$ cat src/rtl/valve_step_sequencer.sv
// valve_step_sequencer: plays a table of timed valve patterns on a 1 ms prescaled time base
module valve_step_sequencer #(
    parameter int NUM_VALVES = 8,
    parameter int DEPTH      = 16,
    parameter int DUR_W      = 16,
    parameter int LOOP_W     = 8,
    parameter int TICK_DIV   = 100000,
    parameter int AW         = $clog2(DEPTH)
) (
    input  logic                  clk_100mega,
    input  logic                  rst,
    input  logic                  cfg_we,
    input  logic [AW-1:0]         cfg_addr,
    input  logic [NUM_VALVES-1:0] cfg_valves,
    input  logic [DUR_W-1:0]      cfg_dur,
    input  logic [AW:0]           num_steps,
    input  logic [LOOP_W-1:0]     loops,
    input  logic                  start,
    input  logic                  abort,
    output logic                  busy,
    output logic                  done,
    output logic                  err,
    output logic [AW-1:0]         step_idx,
    output logic [NUM_VALVES-1:0] valves,
    output logic                  tick_1ms
);
    localparam int PW = (TICK_DIV > 1) ? $clog2(TICK_DIV) : 1;
    localparam logic [PW-1:0] PRE_MAX = PW'(TICK_DIV - 1);
    localparam logic [AW:0] DEPTH_V = (AW + 1)'(DEPTH);

    typedef enum logic {IDLE, RUN} state_t;

    state_t                state;
    logic [NUM_VALVES-1:0] tbl_v [DEPTH];
    logic [DUR_W-1:0]      tbl_d [DEPTH];
    logic [PW-1:0]         pre;
    logic [PW-1:0]         pre_nxt;
    logic [DUR_W-1:0]      remaining;
    logic [AW:0]           steps_l;
    logic [LOOP_W-1:0]     loops_l;
    logic [LOOP_W-1:0]     passes;
    logic [AW-1:0]         nxt_idx;
    logic                  accept;
    logic                  last;

    function automatic logic [DUR_W-1:0] dmax(input logic [DUR_W-1:0] d);
        return (d == '0) ? DUR_W'(1) : d;
    endfunction

    // start acceptance, end-of-pass detection and prescaler next value
    always_comb begin
        accept  = (state == IDLE) && start && !abort && (num_steps != '0) && (num_steps <= DEPTH_V);
        last    = ({1'b0, step_idx} == steps_l - (AW + 1)'(1));
        nxt_idx = step_idx + AW'(1);
        pre_nxt = accept ? '0 : ((pre == PRE_MAX) ? '0 : pre + PW'(1));
    end

    // step table storage; frozen while a sequence is playing
    always_ff @(posedge clk_100mega) begin
        if (cfg_we && state == IDLE) begin
            tbl_v[cfg_addr] <= cfg_valves;
            tbl_d[cfg_addr] <= cfg_dur;
        end
    end

    // sequencer FSM with prescaler and registered outputs
    always_ff @(posedge clk_100mega or negedge rst) begin
        if (!rst) begin
            state     <= IDLE;
            pre       <= '0;
            tick_1ms  <= 1'b0;
            busy      <= 1'b0;
            done      <= 1'b0;
            err       <= 1'b0;
            step_idx  <= '0;
            valves    <= '0;
            remaining <= '0;
            steps_l   <= '0;
            loops_l   <= '0;
            passes    <= '0;
        end else begin
            pre      <= pre_nxt;
            tick_1ms <= (pre_nxt == PRE_MAX);
            done     <= 1'b0;
            err      <= 1'b0;
            if (state == IDLE) begin
                if (accept) begin
                    state     <= RUN;
                    busy      <= 1'b1;
                    step_idx  <= '0;
                    valves    <= tbl_v[0];
                    remaining <= dmax(tbl_d[0]);
                    steps_l   <= num_steps;
                    loops_l   <= loops;
                    passes    <= loops;
                end else if (start && !abort) begin
                    err <= 1'b1;
                end
            end else if (abort) begin
                state    <= IDLE;
                busy     <= 1'b0;
                step_idx <= '0;
                valves   <= '0;
            end else if (tick_1ms) begin
                if (remaining > DUR_W'(1)) begin
                    remaining <= remaining - DUR_W'(1);
                end else if (!last) begin
                    step_idx  <= nxt_idx;
                    valves    <= tbl_v[nxt_idx];
                    remaining <= dmax(tbl_d[nxt_idx]);
                end else if (loops_l == '0 || passes > LOOP_W'(1)) begin
                    passes    <= (loops_l == '0) ? passes : passes - LOOP_W'(1);
                    step_idx  <= '0;
                    valves    <= tbl_v[0];
                    remaining <= dmax(tbl_d[0]);
                end else begin
                    state     <= IDLE;
                    busy      <= 1'b0;
                    done      <= 1'b1;
                    step_idx  <= '0;
                    valves    <= '0;
                    passes    <= '0;
                    remaining <= '0;
                end
            end
        end
    end
endmodule

$ cat config.mk
export PLATFORM = sky130hd
export DESIGN_NAME = valve_step_sequencer
export DESIGN_NICKNAME = d
export VERILOG_FILES = /design/src/rtl/valve_step_sequencer.sv
export SDC_FILE = /design/constraint.sdc
export NUM_CORES = 1
export LEC_CHECK = 0
export BUFFER_PORTS_ARGS = -buffer_cell sky130_fd_sc_hd__buf_4
export CAP_MARGIN = 20
export CORE_MARGIN = 5
export CORE_UTILIZATION = 41
export CTS_CLUSTER_SIZE = 16
export DETAILED_ROUTE_END_ITERATION = 8
export PLACE_DENSITY_LB_ADDON = 0.3
export SYNTH_ARGS = -nofsm -noshare
export SYNTH_HDL_FRONTEND = slang
export SYNTH_SLANG_ARGS = --single-unit
export TNS_END_PERCENT = 30
$ cat constraint.sdc
create_clock -name clk_100mega -period 4.2 [get_ports clk_100mega]
set_input_delay 0.21 -clock clk_100mega [delete_from_list [all_inputs] [get_ports clk_100mega]]
set_output_delay 0.21 -clock clk_100mega [all_outputs]
set_load 0.01 [all_outputs]
# Word-level counts from Yosys, hierarchy flattened

Memories as Yosys holds them, arrays and structs flattened.
Index checks and enable logic that the tools add are counted.

Memory bits (writable): 384
Output and inout bits: 16
Input port bits: 46
Logic and storage cells: 110
Memories kept: 2
Flip-flop bits (word level): 71

Memories:

| name  | words | bits a word | read ports | clocked after Yosys merged registers in | write ports | line | text |
|---|---|---|---|---|---|---|---|
| tbl_d | 16    | 16          | 2          | 0                                       | 1           | 35   | `logic [DUR_W-1:0] tbl_d [DEPTH];` |
| tbl_v | 16    | 8           | 2          | 0                                       | 1           | 34   | `logic [NUM_VALVES-1:0] tbl_v [DEPTH];` |

Add/subtract/negate cells: 5
Eq/ne operators: 12
Reductions and logical operators: 18
Order comparisons: 3
Bitwise operators: 1
Mux-type cells: 57

Operators by type and width:

| cell                                                  | count |
|---|---|
| two-way mux 16 bit                                    | 9 |
| two-way mux 8 bit                                     | 15 |
| equality test 17 bit, second input constant           | 2 |
| two-way mux 17 bit                                    | 2 |
| logical NOT 16 bit                                    | 2 |
| two-way mux 1 bit                                     | 25 |
| two-way mux 4 bit                                     | 6 |
| adder 17 x 1 -> 17 bit, second input constant         | 1 |
| > comparator 16 x 1 -> 1 bit, second input constant   | 1 |
| subtractor 16 x 1 -> 16 bit, second input constant    | 1 |
| != test 3 bit, second input constant                  | 4 |
| > comparator 8 x 1 -> 1 bit, second input constant    | 1 |
| logical NOT 8 bit                                     | 1 |
| subtractor 8 x 1 -> 8 bit, second input constant      | 1 |
| logical AND 1 bit                                     | 6 |
| != test 2 bit, second input constant                  | 3 |
| AND reduction 3 bit                                   | 2 |
| AND reduction 6 bit                                   | 1 |
| equality test 4 x 5 -> 1 bit                          | 1 |
| less-or-equal comparator 5 bit, second input constant | 1 |
| AND reduction 5 bit                                   | 1 |
| nonzero test 5 bit                                    | 1 |
| subtractor 5 x 1 -> 5 bit, second input constant      | 1 |
| adder 4 x 1 -> 4 bit, second input constant           | 1 |
| 7 further kinds                                       | 7 |

# Depth between registers and ports, before layout

An unclocked memory read counts as a cell.

Depth after elaboration: 9
Gate-level depth with buffers: 11
Mapped depth without buffers: 9

# Least setup slack after synthesis

Ideal clock, no wire load.

Kind: register to register
Start: reg state
End: mem tbl_d[3][0], enable pin
Arrival: 2,648 ps
Buffers on the path: 1
Setup slack: 1,117 ps
Cell stages (with the launch flop): 5
Period minus slack after synthesis: 3,083 ps
Cells stage by stage: dfrtp_1 -> inv_2 -> clkbuf_1 -> nand4_1 -> nor3_1

Word-level cells in the longest chain between the ends: 4

Ends and longest elaborated chain:

| item                                    | line | text |
|---|---|---|
| start: declaration                      | 33   | `state_t state;` |
| start signal: assignment                | 69   | `state <= IDLE;` |
| start signal: assignment                | 88   | `state <= RUN;` |
| start signal: assignment                | 100  | `state <= IDLE;` |
| inverter 1 bit (no line)                | n/a  |  |
| logical AND 1 bit                       | 60   | `if (cfg_we && state == IDLE) begin` |
| two-way mux 1 bit                       | 60   |  |
| two-way mux 1 bit (not written as such) | 62   | `tbl_d[cfg_addr] <= cfg_dur;` |
| end: declaration                        | 35   |  |

No other way between the ends.

# Worst setup path in the final report

Start: reg step_idx[0]
End: reg remaining[0]

Word-level cells in the longest chain between the ends: 9
Elaborated cells on any way between the ends: 10

Ends and longest elaborated chain:

| item                     | line | text |
|---|---|---|
| start: declaration       | 23   | `output logic [AW-1:0] step_idx,` |
| start signal: assignment | 108  | `step_idx <= nxt_idx;` |
| adder 4 x 1 -> 4 bit     | 54   | `nxt_idx = step_idx + AW'(1);` |
| memory (16 x 16 bit)     | n/a  |  |
| logical NOT 16 bit       | 47   | `return (d == '0) ? DUR_W'(1) : d;` |
| two-way mux 16 bit       | 47   |  |
| two-way mux 16 bit (*)   | 107  | `end else if (!last) begin` |
| two-way mux 16 bit (*)   | 105  | `if (remaining > DUR_W'(1)) begin` |
| two-way mux 16 bit (*)   | 104  | `end else if (tick_1ms) begin` |
| two-way mux 16 bit (*)   | 99   | `end else if (abort) begin` |
| two-way mux 16 bit (*)   | 86   | `if (state == IDLE) begin` |
| end signal: assignment   | 92   | `remaining <= dmax(tbl_d[0]);` |
| end signal: assignment   | 106  | `remaining <= remaining - DUR_W'(1);` |
| end signal: assignment   | 110  | `remaining <= dmax(tbl_d[nxt_idx]);` |
| end: declaration         | 38   | `logic [DUR_W-1:0] remaining;` |

Mark *: on every way between the ends. The rest lies on a longest branch, timed or not. The select of a mux whose other input is x is not followed.
A chain may end at the register's enable or synchronous reset.

==> flow_metrics.py <==
metrics = {
    "timing": {
        "finalMaxSlewViolations": 0,
        "finClkSkew_ns": 0.0236,
        "fin_ws_ns": 0.975,
        "timing.fmax_ghz": 0.310,
        "max_slew_margin_pct": 28.0,
        "period_minus_slack_ns": 3.23,
        "worst_slew_pin_slew_ns": 1.08,
        "finalSetupViolCount": 0,
        "finalSetupTns_ns": 0,
        "rsz0062_at_grt": "no",
        "min_period_over_period_pct": 76.8,
        "final-hold-violation-count": 0,
    },
    "clock_network": {
        "htreeDepth": 2,
        "cts_tree": "done",
        "cts_root_buf": "clkbuf_16",
        "post_cts_buffers": 0,
        "insertion_delay_ns": 0.59,
        "cts_hold_buf": 39,
        "max-clock-path-buffers": 3,
        "cts.sinks": 455,
        "numCtsBuffers": 46,
        "postCtsResizedCells": 0,
        "path_clk_slew_ns": 0.06,
    },
    "floorplan": {
        "dieArea_um2": 51000,
        "start_util_pct": 41.2,
        "pin_count": 62,
        "placementRows": 79,
        "die_w_um": 226,
        "core_um2": 46400,
        "dieHeight_um": 226,
    },
    "critical_path": {
        "critical_path_class": "flip-flop to flip-flop",
        "r2r_cells": 9,
        "cp_max_fo": 23,
        "cp-end-kind": "flip-flop",
        "critPathLaunchType": "flip-flop",
        "arrival_ns": 3.73,
        "critPathRequiredTime_ns": 4.70,
    },
    "routing": {
        "dr.pass1.iters": 6,
        "dr_total_vias": 10900,
        "drc": 0,
        "vias_per_cell": 5.71,
        "drt_iter0_markers": 1086,
        "avgRoutedWirePerCell_um": 24.0,
        "drtAntennaViolNets": 0,
        "routed_wl_um": 45900,
    },
    "synth": {
        "synthFlopType": "edfxtp_1",
        "synthCells": 1142,
        "ys_seq_area_share_pct": 69.6,
        "synth_edf_count": 384,
        "synth_area_um2": 19100,
        "yosysUniqueCellTypes": 77,
        "synth_fp_nets": 1195,
        "synth_area_per_cell_um2": 16.7,
        "yosysWarnings": 0,
        "ys_seq_elements": 455,
        "synthArstFlopShare_pct": 15.6,
    },
    "min_path": {
        "hold_class": "input port to flip-flop",
        "whs_path_depth": 4,
    },
    "layout": {
        "fill_cells": 3849,
        "multiInputGateArea_um2": 5640,
        "area_growth_pct": 18.0,
        "n_antenna_cell": 0,
        "seqCellArea_um2": 13300,
        "layout-drive-gt1-share_pct": 24.2,
        "nNetsFinal": 1321,
    },
    "power_and_ir_drop": {
        "p_per_area_nw_per_um2": 485,
        "irDropWorstVdd_mv": 0.341,
        "p_leak_uw": 0.00762,
    },
    "global_route": {
        "grt_pass1_vias": 10900,
        "grt_max_degree": 72,
        "gr-total-overflow": 0,
        "grt_pass1_wl_um": 68900,
        "antenna_found_initial": 1,
        "grt_usage_pct": 18.0,
    },
    "run": {
        "cap_viol_max_count": 0,
    },
    "place": {
        "place_ws_ns": 0.997,
        "gp_congestion": 0.829,
        "io_buffers": 61,
        "hpwl_um": 27500,
    },
    "status": {
        "outcome": "finished clean",
    },
}
## area by class of cell
cell class | instances | area share, %
timing repair buffer | 136 | 5.30
inverter | 12 | 0.200
multi-input combinational | 617 | 25.0
clock inverter | 23 | 1.27
sequential | 455 | 59.1
tap | 607 | 3.37
clock buffer | 62 | 5.78
## state kept, by name, summed over array words and instances, names as in the netlist
name / cells
tbl_d: 256
tbl_v: 128
pre: 17
remaining: 16
loops_l: 8
passes: 8
valves: 8
steps_l: 5
step_idx: 4
busy: 1
done: 1
err: 1
state: 1
tick_1ms: 1
## critical path: stages, from the launching register on
cell     delay (ns)
dfrtp_4        0.51
ha_4           0.58
buf_12         0.26
mux4_2         0.32
mux2i_1        0.36
mux2_2         0.29
nand4_1        0.10
nor3_1         0.36
nand4_1        0.15
a21oi_1        0.18
## layout by cell type, fill, tap and decap left out, types with 13 or more instances in the layout
cell type and count:
a21oi_1 27, and2_1 13, buf_4 91, clkbuf_16 47, dfrtp_1 70, dlygate4sd3_1 39, edfxtp_1 384, mux2i_1 37
mux4_2 98, nand2_1 92, nand3_1 23, nor2_1 52, nor3_1 18, o21ai_0 35, xor2_1 16
## report_power, final
part | switching (µW) | total (µW) | internal, µW
sequential | 191 | 5300 | 5110
clock | 1750 | 4250 | 2510
combinational | 750 | 1380 | 627
total | 2690 | 10900 | 8240
## worst paths after layout
path                                   from            to  slack (ns)
worst max-delay path            step_idx[0]  remaining[0]        0.97
worst max register to register  step_idx[0]  remaining[0]        0.97
max in group asynchronous               rst   step_idx[0]        3.10
worst min-delay path                  abort          busy        0.13
min in group asynchronous               rst        pre[2]        0.34
worst min register to register   loops_l[5]    loops_l[5]        0.48
## per-layer routing
| metal | part of all wire (%) | up-vias | track usage, % | wire, µm |
|---|---|---|---|---|
| li1 | - | 4837 | - | - |
| met1 | 45 | 5696 | 26.2 | 20500 |
| met2 | 48 | 311 | 28.5 | 22100 |
| met3 | 5.4 | 74 | 2.79 | 2480 |
| met4 | 2.0 | 2 | 4.92 | 916 |
| met5 | 0.028 | - | 0 | 13 |
## cells in the mapped netlist, types with 3 or more instances
cell type	n	share of area, %
buf_4	6	0.24
xor2_1	18	0.82
xnor2_1	10	0.46
a31oi_1	10	0.33
o311ai_0	5	0.23
a221o_1	4	0.21
nand3_1	23	0.60
a32oi_1	9	0.41
mux2i_1	37	1.9
buf_2	18	0.47
nand2_1	92	1.8
a211oi_1	11	0.43
inv_1	11	0.22
clkbuf_1	27	0.53
ha_1	7	0.46
nand4b_1	3	0.14
edfxtp_1	384	60
a21oi_1	27	0.71
nand4_1	10	0.33
or3_1	7	0.23
o21ai_0	35	0.92
a21o_1	3	0.12
and2_1	13	0.43
a2bb2oi_1	11	0.50
nor3_1	22	0.58
and3_1	11	0.36
nand2b_1	5	0.16
nor2b_1	3	0.098
o31ai_1	3	0.12
mux2_2	9	0.53
nor2_1	64	1.3
nor4_1	12	0.39
o211ai_1	6	0.24
dfrtp_1	71	9.3
mux4_2	98	12
buf_1	5	0.098
## per-stage QoR
stage	hold WS, ns	cells	utilization [%]	area [µm²]	power, µW
floorplan	-0.0856	1142	-	19100	6270
global placement	0.421	1787	44.3	20600	6710
detailed placement	0.422	1788	44.4	20600	6740
CTS	0.0971	1912	48.6	22500	11000
global route	0.138	1912	48.6	22500	11400
finish	0.125	1912	48.6	22500	10900
## kinds of logic (layout without fill, tap and decap cells)
group | after synthesis | in the layout | share of synthesized area [%]
flops | 455 | 455 | 69.6
simple gates | 282 | 282 | 7.22
compound gates | 154 | 154 | 5.56
mux | 144 | 144 | 14.0
buf+inv | 70 | 233 | 1.69
xor+xnor | 29 | 29 | 1.37
fa+ha+maj | 8 | 8 | 0.511
Power figures use the tool's default switching activity.
